===== config.mk =====
export PLATFORM = sky130hd
export DESIGN_NAME = multilane_vc_fifo
export DESIGN_NICKNAME = d
export VERILOG_FILES = /design/src/rtl/multilane_pkg.sv /design/src/rtl/vc_lane_ctrl.sv /design/src/rtl/multilane_vc_fifo.sv
export SDC_FILE = /design/constraint.sdc
export NUM_CORES = 1
export LEC_CHECK = 0
export CELL_PAD_IN_SITES_DETAIL_PLACEMENT = 1
export CELL_PAD_IN_SITES_GLOBAL_PLACEMENT = 1
export CORE_UTILIZATION = 30
export DETAILED_ROUTE_END_ITERATION = 6
export PLACE_DENSITY_LB_ADDON = 0.1
export SETUP_SLACK_MARGIN = 0.1
export SLEW_MARGIN = 0
export SYNTH_ARGS = -nofsm -noshare
export SYNTH_HDL_FRONTEND = slang
export SYNTH_SLANG_ARGS = --single-unit

===== constraint.sdc =====
create_clock -name clk -period 7.6 [get_ports clk]
set_clock_uncertainty 0.15 [all_clocks]
set_input_delay 1.52 -clock clk [delete_from_list [all_inputs] [get_ports clk]]
set_output_delay 1.52 -clock clk [all_outputs]
set_load 0.01 [all_outputs]

===== src/rtl/multilane_pkg.sv =====
// Shared constants and width helpers for the multi-lane virtual-channel FIFO.
package multilane_pkg;

    localparam int DEF_LANES      = 4;
    localparam int DEF_DEPTH_BITS = 2;
    localparam int DEF_DATA_WIDTH = 32;

    // Width of a lane index (LANES is at least 2, so this is never zero)
    function automatic int lane_bits(input int lanes);
        return $clog2(lanes);
    endfunction

    // Occupancy counter width: must hold 0..DEPTH inclusive
    function automatic int count_bits(input int depth_bits);
        return depth_bits + 1;
    endfunction

endpackage


===== src/rtl/vc_lane_ctrl.sv =====
// Pointer, occupancy and status bookkeeping for one lane of the FIFO.
// The top level has already decided which operations are accepted.
module vc_lane_ctrl #(
    parameter int DEPTH_BITS  = 2,
    parameter int AFULL_LEVEL = 3
) (
    input  logic                  clk,
    input  logic                  reset,
    input  logic                  push_en,
    input  logic                  pop_en,
    output logic [DEPTH_BITS-1:0] wr_ptr,
    output logic [DEPTH_BITS-1:0] rd_ptr,
    output logic [DEPTH_BITS:0]   count,
    output logic                  empty,
    output logic                  full,
    output logic                  almost_full,
    output logic                  credit
);

    localparam int DEPTH = 1 << DEPTH_BITS;

    logic [DEPTH_BITS-1:0] wr_ptr_q, wr_ptr_d;
    logic [DEPTH_BITS-1:0] rd_ptr_q, rd_ptr_d;
    logic [DEPTH_BITS:0]   count_q, count_d;
    logic                  credit_q, credit_d;

    // Next-state: pointers wrap naturally, count only moves on push-xor-pop
    always_comb begin
        wr_ptr_d = wr_ptr_q;
        rd_ptr_d = rd_ptr_q;
        count_d  = count_q;
        credit_d = pop_en;
        if (push_en) begin
            wr_ptr_d = wr_ptr_q + DEPTH_BITS'(1);
        end
        if (pop_en) begin
            rd_ptr_d = rd_ptr_q + DEPTH_BITS'(1);
        end
        case ({push_en, pop_en})
            2'b10:   count_d = count_q + (DEPTH_BITS+1)'(1);
            2'b01:   count_d = count_q - (DEPTH_BITS+1)'(1);
            default: count_d = count_q;
        endcase
    end

    // State register; reset empties the lane immediately
    always_ff @(posedge clk or negedge reset) begin
        if (!reset) begin
            wr_ptr_q <= '0;
            rd_ptr_q <= '0;
            count_q  <= '0;
            credit_q <= 1'b0;
        end else begin
            wr_ptr_q <= wr_ptr_d;
            rd_ptr_q <= rd_ptr_d;
            count_q  <= count_d;
            credit_q <= credit_d;
        end
    end

    assign wr_ptr      = wr_ptr_q;
    assign rd_ptr      = rd_ptr_q;
    assign count       = count_q;
    assign credit      = credit_q;
    assign empty       = (count_q == '0);
    assign full        = (count_q == (DEPTH_BITS+1)'(DEPTH));
    assign almost_full = (count_q >= (DEPTH_BITS+1)'(AFULL_LEVEL));

endmodule


===== src/rtl/multilane_vc_fifo.sv =====
// Multi-lane virtual-channel FIFO: LANES independent first-word-fall-through
// queues sharing one storage array, one push port and one pop port.
module multilane_vc_fifo
    import multilane_pkg::*;
#(
    parameter  int LANES       = DEF_LANES,
    parameter  int DEPTH_BITS  = DEF_DEPTH_BITS,
    parameter  int DATA_WIDTH  = DEF_DATA_WIDTH,
    parameter  int AFULL_LEVEL = (1 << DEPTH_BITS) - 1,
    localparam int LANE_BITS   = lane_bits(LANES),
    localparam int CNT_W       = count_bits(DEPTH_BITS)
) (
    input  logic                   clk,
    input  logic                   reset,
    input  logic                   push,
    input  logic [LANE_BITS-1:0]   push_lane,
    input  logic                   pop,
    input  logic [LANE_BITS-1:0]   pop_lane,
    input  logic [DATA_WIDTH-1:0]  din,
    output logic [DATA_WIDTH-1:0]  dout,
    output logic [LANES-1:0]       empty,
    output logic [LANES-1:0]       full,
    output logic [LANES-1:0]       almost_full,
    output logic [LANES*CNT_W-1:0] count,
    output logic [LANES-1:0]       credit,
    output logic                   overflow_err,
    output logic                   underflow_err
);

    localparam int DEPTH = 1 << DEPTH_BITS;

    logic [DATA_WIDTH-1:0] mem_q [LANES][DEPTH];
    logic [DEPTH_BITS-1:0] wr_ptr [LANES];
    logic [DEPTH_BITS-1:0] rd_ptr [LANES];
    logic [LANES-1:0]      push_en;
    logic [LANES-1:0]      pop_en;
    logic                  push_in_range, pop_in_range;
    logic                  push_ok, pop_ok;
    logic                  overflow_q, overflow_d;
    logic                  underflow_q, underflow_d;

    // Acceptance: a full lane still takes a push if the same lane pops this cycle
    always_comb begin
        push_in_range = (int'(push_lane) < LANES);
        pop_in_range  = (int'(pop_lane) < LANES);
        pop_ok        = pop && pop_in_range && !empty[pop_lane];
        push_ok       = push && push_in_range &&
                        (!full[push_lane] || (pop_ok && (pop_lane == push_lane)));
        push_en       = '0;
        pop_en        = '0;
        if (push_ok) begin
            push_en[push_lane] = 1'b1;
        end
        if (pop_ok) begin
            pop_en[pop_lane] = 1'b1;
        end
    end

    // Per-lane pointer, count and status logic
    for (genvar i = 0; i < LANES; i++) begin : g_lane
        vc_lane_ctrl #(
            .DEPTH_BITS  (DEPTH_BITS),
            .AFULL_LEVEL (AFULL_LEVEL)
        ) u_lane (
            .clk         (clk),
            .reset       (reset),
            .push_en     (push_en[i]),
            .pop_en      (pop_en[i]),
            .wr_ptr      (wr_ptr[i]),
            .rd_ptr      (rd_ptr[i]),
            .count       (count[i*CNT_W +: CNT_W]),
            .empty       (empty[i]),
            .full        (full[i]),
            .almost_full (almost_full[i]),
            .credit      (credit[i])
        );
    end

    // Storage write; contents are deliberately not cleared by reset
    always_ff @(posedge clk) begin
        if (push_ok) begin
            mem_q[push_lane][wr_ptr[push_lane]] <= din;
        end
    end

    // Fall-through read of the selected lane's head word
    always_comb begin
        dout = '0;
        if (pop_in_range) begin
            dout = mem_q[pop_lane][rd_ptr[pop_lane]];
        end
    end

    // Sticky error flags accumulate any rejected request
    always_comb begin
        overflow_d  = overflow_q  | (push & ~push_ok);
        underflow_d = underflow_q | (pop & ~pop_ok);
    end

    // Error flag registers, cleared only by reset
    always_ff @(posedge clk or negedge reset) begin
        if (!reset) begin
            overflow_q  <= 1'b0;
            underflow_q <= 1'b0;
        end else begin
            overflow_q  <= overflow_d;
            underflow_q <= underflow_d;
        end
    end

    assign overflow_err  = overflow_q;
    assign underflow_err = underflow_q;

endmodule


# Word-level counts from Yosys, hierarchy flattened
# Memory sizes are Yosys's and may differ from the RTL's.
# Index checks and enable logic that the tools add are counted.
word_totals:
  register_bits: 34
  mem_bits_rw: 512
  input_bits: 40
  output_inout_bits: 62
  wordCells: 115
  memories: 1
classes:
  n_addsub: 16
  magnitude_cmp: 13
  eq_ne: 13
  muxes: 27
  n_bitwise: 10
  reduce_logical: 17
memory_table:
  columns: ["memory", "depth", "width", "rd", "rd_clocked_by_memory_dff", "write_ports", "line_no", "text"]
  rows:
  - ["mem_q", 4, 128, 1, 0, 1, "multilane_vc_fifo.sv:32", "logic [DATA_WIDTH-1:0] mem_q [LANES][DEPTH];"]
op_table:
  columns: ["op", "n"]
  rows:
  - ["two-way mux 128 bit", 1]
  - ["two-way mux 32 bit", 3]
  - ["binary-select mux 32 bit (select 2 bit)", 1]
  - ["demux 32 bit (select 2 bit)", 1]
  - ["case mux 3 bit (2 select lines)", 4]
  - ["adder 2 x 1 -> 2 bit, second input constant", 8]
  - ["adder 3 x 1 -> 3 bit, second input constant", 4]
  - ["== test 3 bit, second input constant", 4]
  - [">= comparator 3 x 2 -> 1 bit, second input constant", 4]
  - [">= comparator 3 bit, second input constant", 4]
  - ["logical NOT 3 bit", 4]
  - ["NOT 2 -> 3 bit", 4]
  - ["subtractor 3 x 1 -> 3 bit, second input constant", 4]
  - ["binary-select mux 2 bit (select 2 bit)", 2]
  - ["== test 2 x 1 -> 1 bit, second input constant", 4]
  - ["== test 2 bit, second input constant", 4]
  - ["two-way mux 2 bit", 4]
  - ["two-way mux 4 bit", 2]
  - ["nonzero test 2 bit", 4]
  - ["logical AND 1 bit", 6]
  - ["< comparator 2 x 3 -> 1 bit, second input constant", 2]
  - ["two-way mux 1 bit", 5]
  - ["binary-select mux 1 bit (select 2 bit)", 2]
  - ["demux 1 bit (select 2 bit)", 2]
  - ["8 further kinds", 13]

# Longest topological paths before layout
logic_depth:
  ltp_word: 11
  ltp_mapped: 12
  ltp_nobuf: 10

# Modules after synthesis
# From an unflattened synthesis, not the netlist that was laid out.
hier_totals:
  cells_unflattened: 942
  area_unflattened_um2: 21411.8
by_module_without_submodules:
  columns: ["module", "instances", "cells_per_inst", "area_per_inst_um2", "seq_area_each_um2"]
  rows:
  - ["multilane_vc_fifo", 1, 830, 20015.4, 15424.8]
  - ["vc_lane_ctrl", 4, 28, 349.1, 200.2]

# Worst setup path after synthesis
# Ideal clock, no wire load.
synth_timing:
  kind: "input to output"
  from: "input pop_lane[0]"
  to: "output dout[19]"
  arrival_time_ps: 2906
  slack_ps: 3024
  cell_stages: 6
  n_path_buf: 3
  path_cell_list: "buf_6 -> buf_12 -> buf_2 -> mux4_2 -> a211oi_1 -> a21oi_1"
synth_via:
  elab_chain_len: 8
  word_cells_on_any_way: 9
synth_lines:
  columns: ["element", "line_no", "text"]
  rows:
  - ["start, declared", "multilane_vc_fifo.sv:18", "input logic [LANE_BITS-1:0] pop_lane,"]
  - ["NOT 2 -> 3 bit (implied by the code)", "multilane_vc_fifo.sv:90", "dout = mem_q[pop_lane][rd_ptr[pop_lane]];"]
  - ["binary-select mux 2 bit (select 2 bit)", "multilane_vc_fifo.sv:90", null]
  - ["two-way mux 2 bit (implied by the code) (2 in series)", "multilane_vc_fifo.sv:90", null]
  - ["NOT 2 -> 3 bit (implied by the code)", "multilane_vc_fifo.sv:90", null]
  - ["binary-select mux 32 bit (select 2 bit) (*)", "multilane_vc_fifo.sv:90", null]
  - ["two-way mux 32 bit (implied by the code) (*) (2 in series)", "multilane_vc_fifo.sv:90", null]
  - ["end, declared", "multilane_vc_fifo.sv:20", "output logic [DATA_WIDTH-1:0] dout,"]
# Every way passes the cells marked *; elsewhere a longest branch is shown, timed or not. The select of a mux whose other input is x is not followed.

# Worst setup path after layout
layout_timing:
  from: "input pop_lane[0]"
  to: "output dout[30]"
# Same word-level chain as after synthesis.

==> results.toml <==
[route]
first_pass_iters = 4
postRouteAntennaNets = 0
wl_per_cell_um = 24.54
drcViolationCount = 0
routed_wl_mm = 52.58
drt_iter0_markers = 673
via_count = 10160
viasPerCell = 4.742

[final_layout]
utilization_pct = 35.98
multi_input_area_um2 = 4981
area_growth_pct = 18.84
fillCellCount = 6956
fin_nets = 1186
ff_latch_area_um2 = 16230
layout-drive-gt1-share_pct = 22.67

[grt]
antenna_found_initial = 1
grt_pass1_vias = 11370
grt_pass1_wl_mm = 78.48
grtUsageTotal_pct = 14.65
grt_max_degree = 134
grt-ovfl-total = 0

[clock_network]
ctsResizeCount = 0
postCtsHoldBufs = 0
numCtsBuffers = 61
cts_buffer_depth = 3
clk_pin_slew_ns = 0.05
clk_latency_ns = 0.62
clkSinkCount = 546
tritoncts = "built"
cts_setup_buffers = 0
root_buffer = "clkbuf_16"
h-tree-depth = 2

[placement]
gp_congestion = 0.6891
hpwl_mm = 28.41
portBuffers = 101

[logic_synthesis]
synth_area_leaders = "edfxtp_1, mux4_2, dfrtp_1"
synth_area_um2 = 21610
yosys_warnings = 0
ys_ff_latch = 546
ys_types = 40
ys_seq_area_share_pct = 75.10
yosysTopAreaCell = "edfxtp_1"
yosys.area.top_type_share_pct = 71.16
syn_area_per_cell_um2 = 21.29
syn-num-nets = 1063
syn_inst = 1015

[timing]
layout_min_cycle_time_ns = 6.180
relSlewSlack_pct = 22.10
tns_ns = 0
setup_viol = 0
timing.fmax_ghz = 0.1618
max_slew.worst_pin.slew_ns = 1.166
final_max_slew_viol_count = 0
rsz0062_at_grt = "false"
hold_viol = 0
period_share_pct = 81.32

[pwr]
leakagePower_nw = 8.197
p_per_area_nw_per_um2 = 324.7
peakVddDrop_v = 0.0001751

[worst_setup_path]
worstReg2RegStart = "g_lane[0].u_lane.count[2]"
critPathMaxFanout = 54
arrival_ns = 4.51
r2r_setup_slack_ns = 4.19
required_ns = 5.93
crit_path_cell_trace = "buf_8, mux4_4, buf_4, nor2b_1, a211oi_1, a21oi_1, clkdlybuf4s50_1"
startpoint = "pop_lane[0]"
cp_slowest_stage_delay_ns = 1.16
critPathKind = "in2out"
crit_slowest_cell = "mux4_4"
crit_path_end_kind = "output pin"
cp-start-kind = "input pin"

[min_path]
hp-class = "reg2reg"
holdCritStartpoint = "underflow_err"

[die]
row_count = 98
ios = 102
coreArea_um2 = 71360
dieArea_um2 = 73100
die_y_um = 270.4
die_w_um = 270.4
initial_core_util_pct = 30.28

[job]
maxCapViolCount = 0

[status]
status = "completed"
where the power goes:
part	switching (mW)	total [mW]	internal, mW
clock network	1.19	2.92	1.73
registers	0.120	3.69	3.57
logic	0.971	1.72	0.753
final timing paths:
check                                       endpoint  cells past startpoint
max                                         dout[30]                      7
min                                    underflow_err                      1
max reg2reg                             mem_q[1][67]                      6
min reg2reg                            underflow_err                      1
max in group asynchronous    g_lane[0].u_lane.credit                      1
min in group asynchronous  g_lane[2].u_lane.count[2]                      1
placed cells by master (no fill, tap or decap), drive strengths merged, types with 5 or more instances in the layout:
master / instances
a211oi: 32
a21o: 5
a21oi: 35
and2: 5
and3: 6
buf: 31
bufinv: 7
clkbuf: 80
clkdlybuf4s50: 98
clkinv: 27
dfrtp: 34
edfxtp: 512
inv: 13
mux2i: 36
mux4: 133
nand2: 6
nand3: 7
nor2: 29
nor2b: 35
nor3: 6
xnor2: 12
xor2: 14
cell usage after synthesis (all sizes together):
cell type  number
or2             1
o21ai           4
mux2i          36
a21oi          35
and2            5
a31o            1
nand2           6
nand4           2
nor3b           1
mux4          133
nor3            6
fa              4
buf            58
o22ai           4
a211oi         32
nor2b          35
xnor2          12
and2b           1
nand3           7
and3            6
nand2b          2
dfrtp          34
xor2           14
edfxtp        512
a21o            5
clkbuf         11
inv            12
nor2           29
ha              4
a31oi           1
a22oi           2
logic make-up (layout without fill, tap and decap cells):
group	after synthesis	in the layout	share of synthesized area (%)
buf+inv	81	257	2.426
xor+xnor	26	26	1.054
flops	546	546	75.10
compound gates	84	84	2.693
mux	169	169	15.60
simple gates	101	101	2.525
fa+ha+maj	8	8	0.6023
other cells	0	1	0
worst max-delay path: cells and delay by family:
family | cells | cell delay [ns]
muxes | 1 | 1.16
AOI/OAI and AO/OA | 2 | 0.25
and+or+nand+nor | 1 | 0.15
buffers and inverters | 3 | 1.36
cell type report:
type | instances | share of cell area (%)
multi-input cells | 388 | 19.40
flip-flops and latches | 546 | 63.19
diodes | 1 | 0.009746
well taps | 950 | 4.629
clock buffers | 80 | 6.301
clock inverters | 36 | 1.433
inverters | 12 | 0.1754
repair buffers | 129 | 4.858
sequential cells by signal, indices dropped and copies added (netlist names):
name                  cells
underflow_err             1
g_lane.u_lane.count      12
g_lane.u_lane.credit      4
mem_q                   512
g_lane.u_lane.rd_ptr      8
overflow_err              1
g_lane.u_lane.wr_ptr      8
through the flow:
stage | total power, mW | area (um2) | std cells | setup slack [ns] | hold slack (ns)
after floorplan | 4.695 | 21610 | 1015 | 3.024 | 0.2903
after global placement | 5.526 | 23690 | 2025 | 1.327 | 0.3092
after detailed placement | 5.538 | 23690 | 2025 | 1.325 | 0.3102
after CTS | 8.508 | 25670 | 2141 | 1.320 | 0.3234
after global routing | 8.734 | 25670 | 2141 | 1.192 | 0.3284
final | 8.337 | 25680 | 2142 | 1.420 | 0.3155
metal layers:
metal	vias up	GRT usage, %	share of wire (%)	routed length [um]
li1	4407	-	-	-
met1	5519	19.82	45	23840
met2	154	24.33	49	25950
met3	75	2.667	3.3	1713
met4	2	3.643	2.0	1056
met5	-	0	0.032	17
No activity file was read; power rests on OpenSTA's default activity.
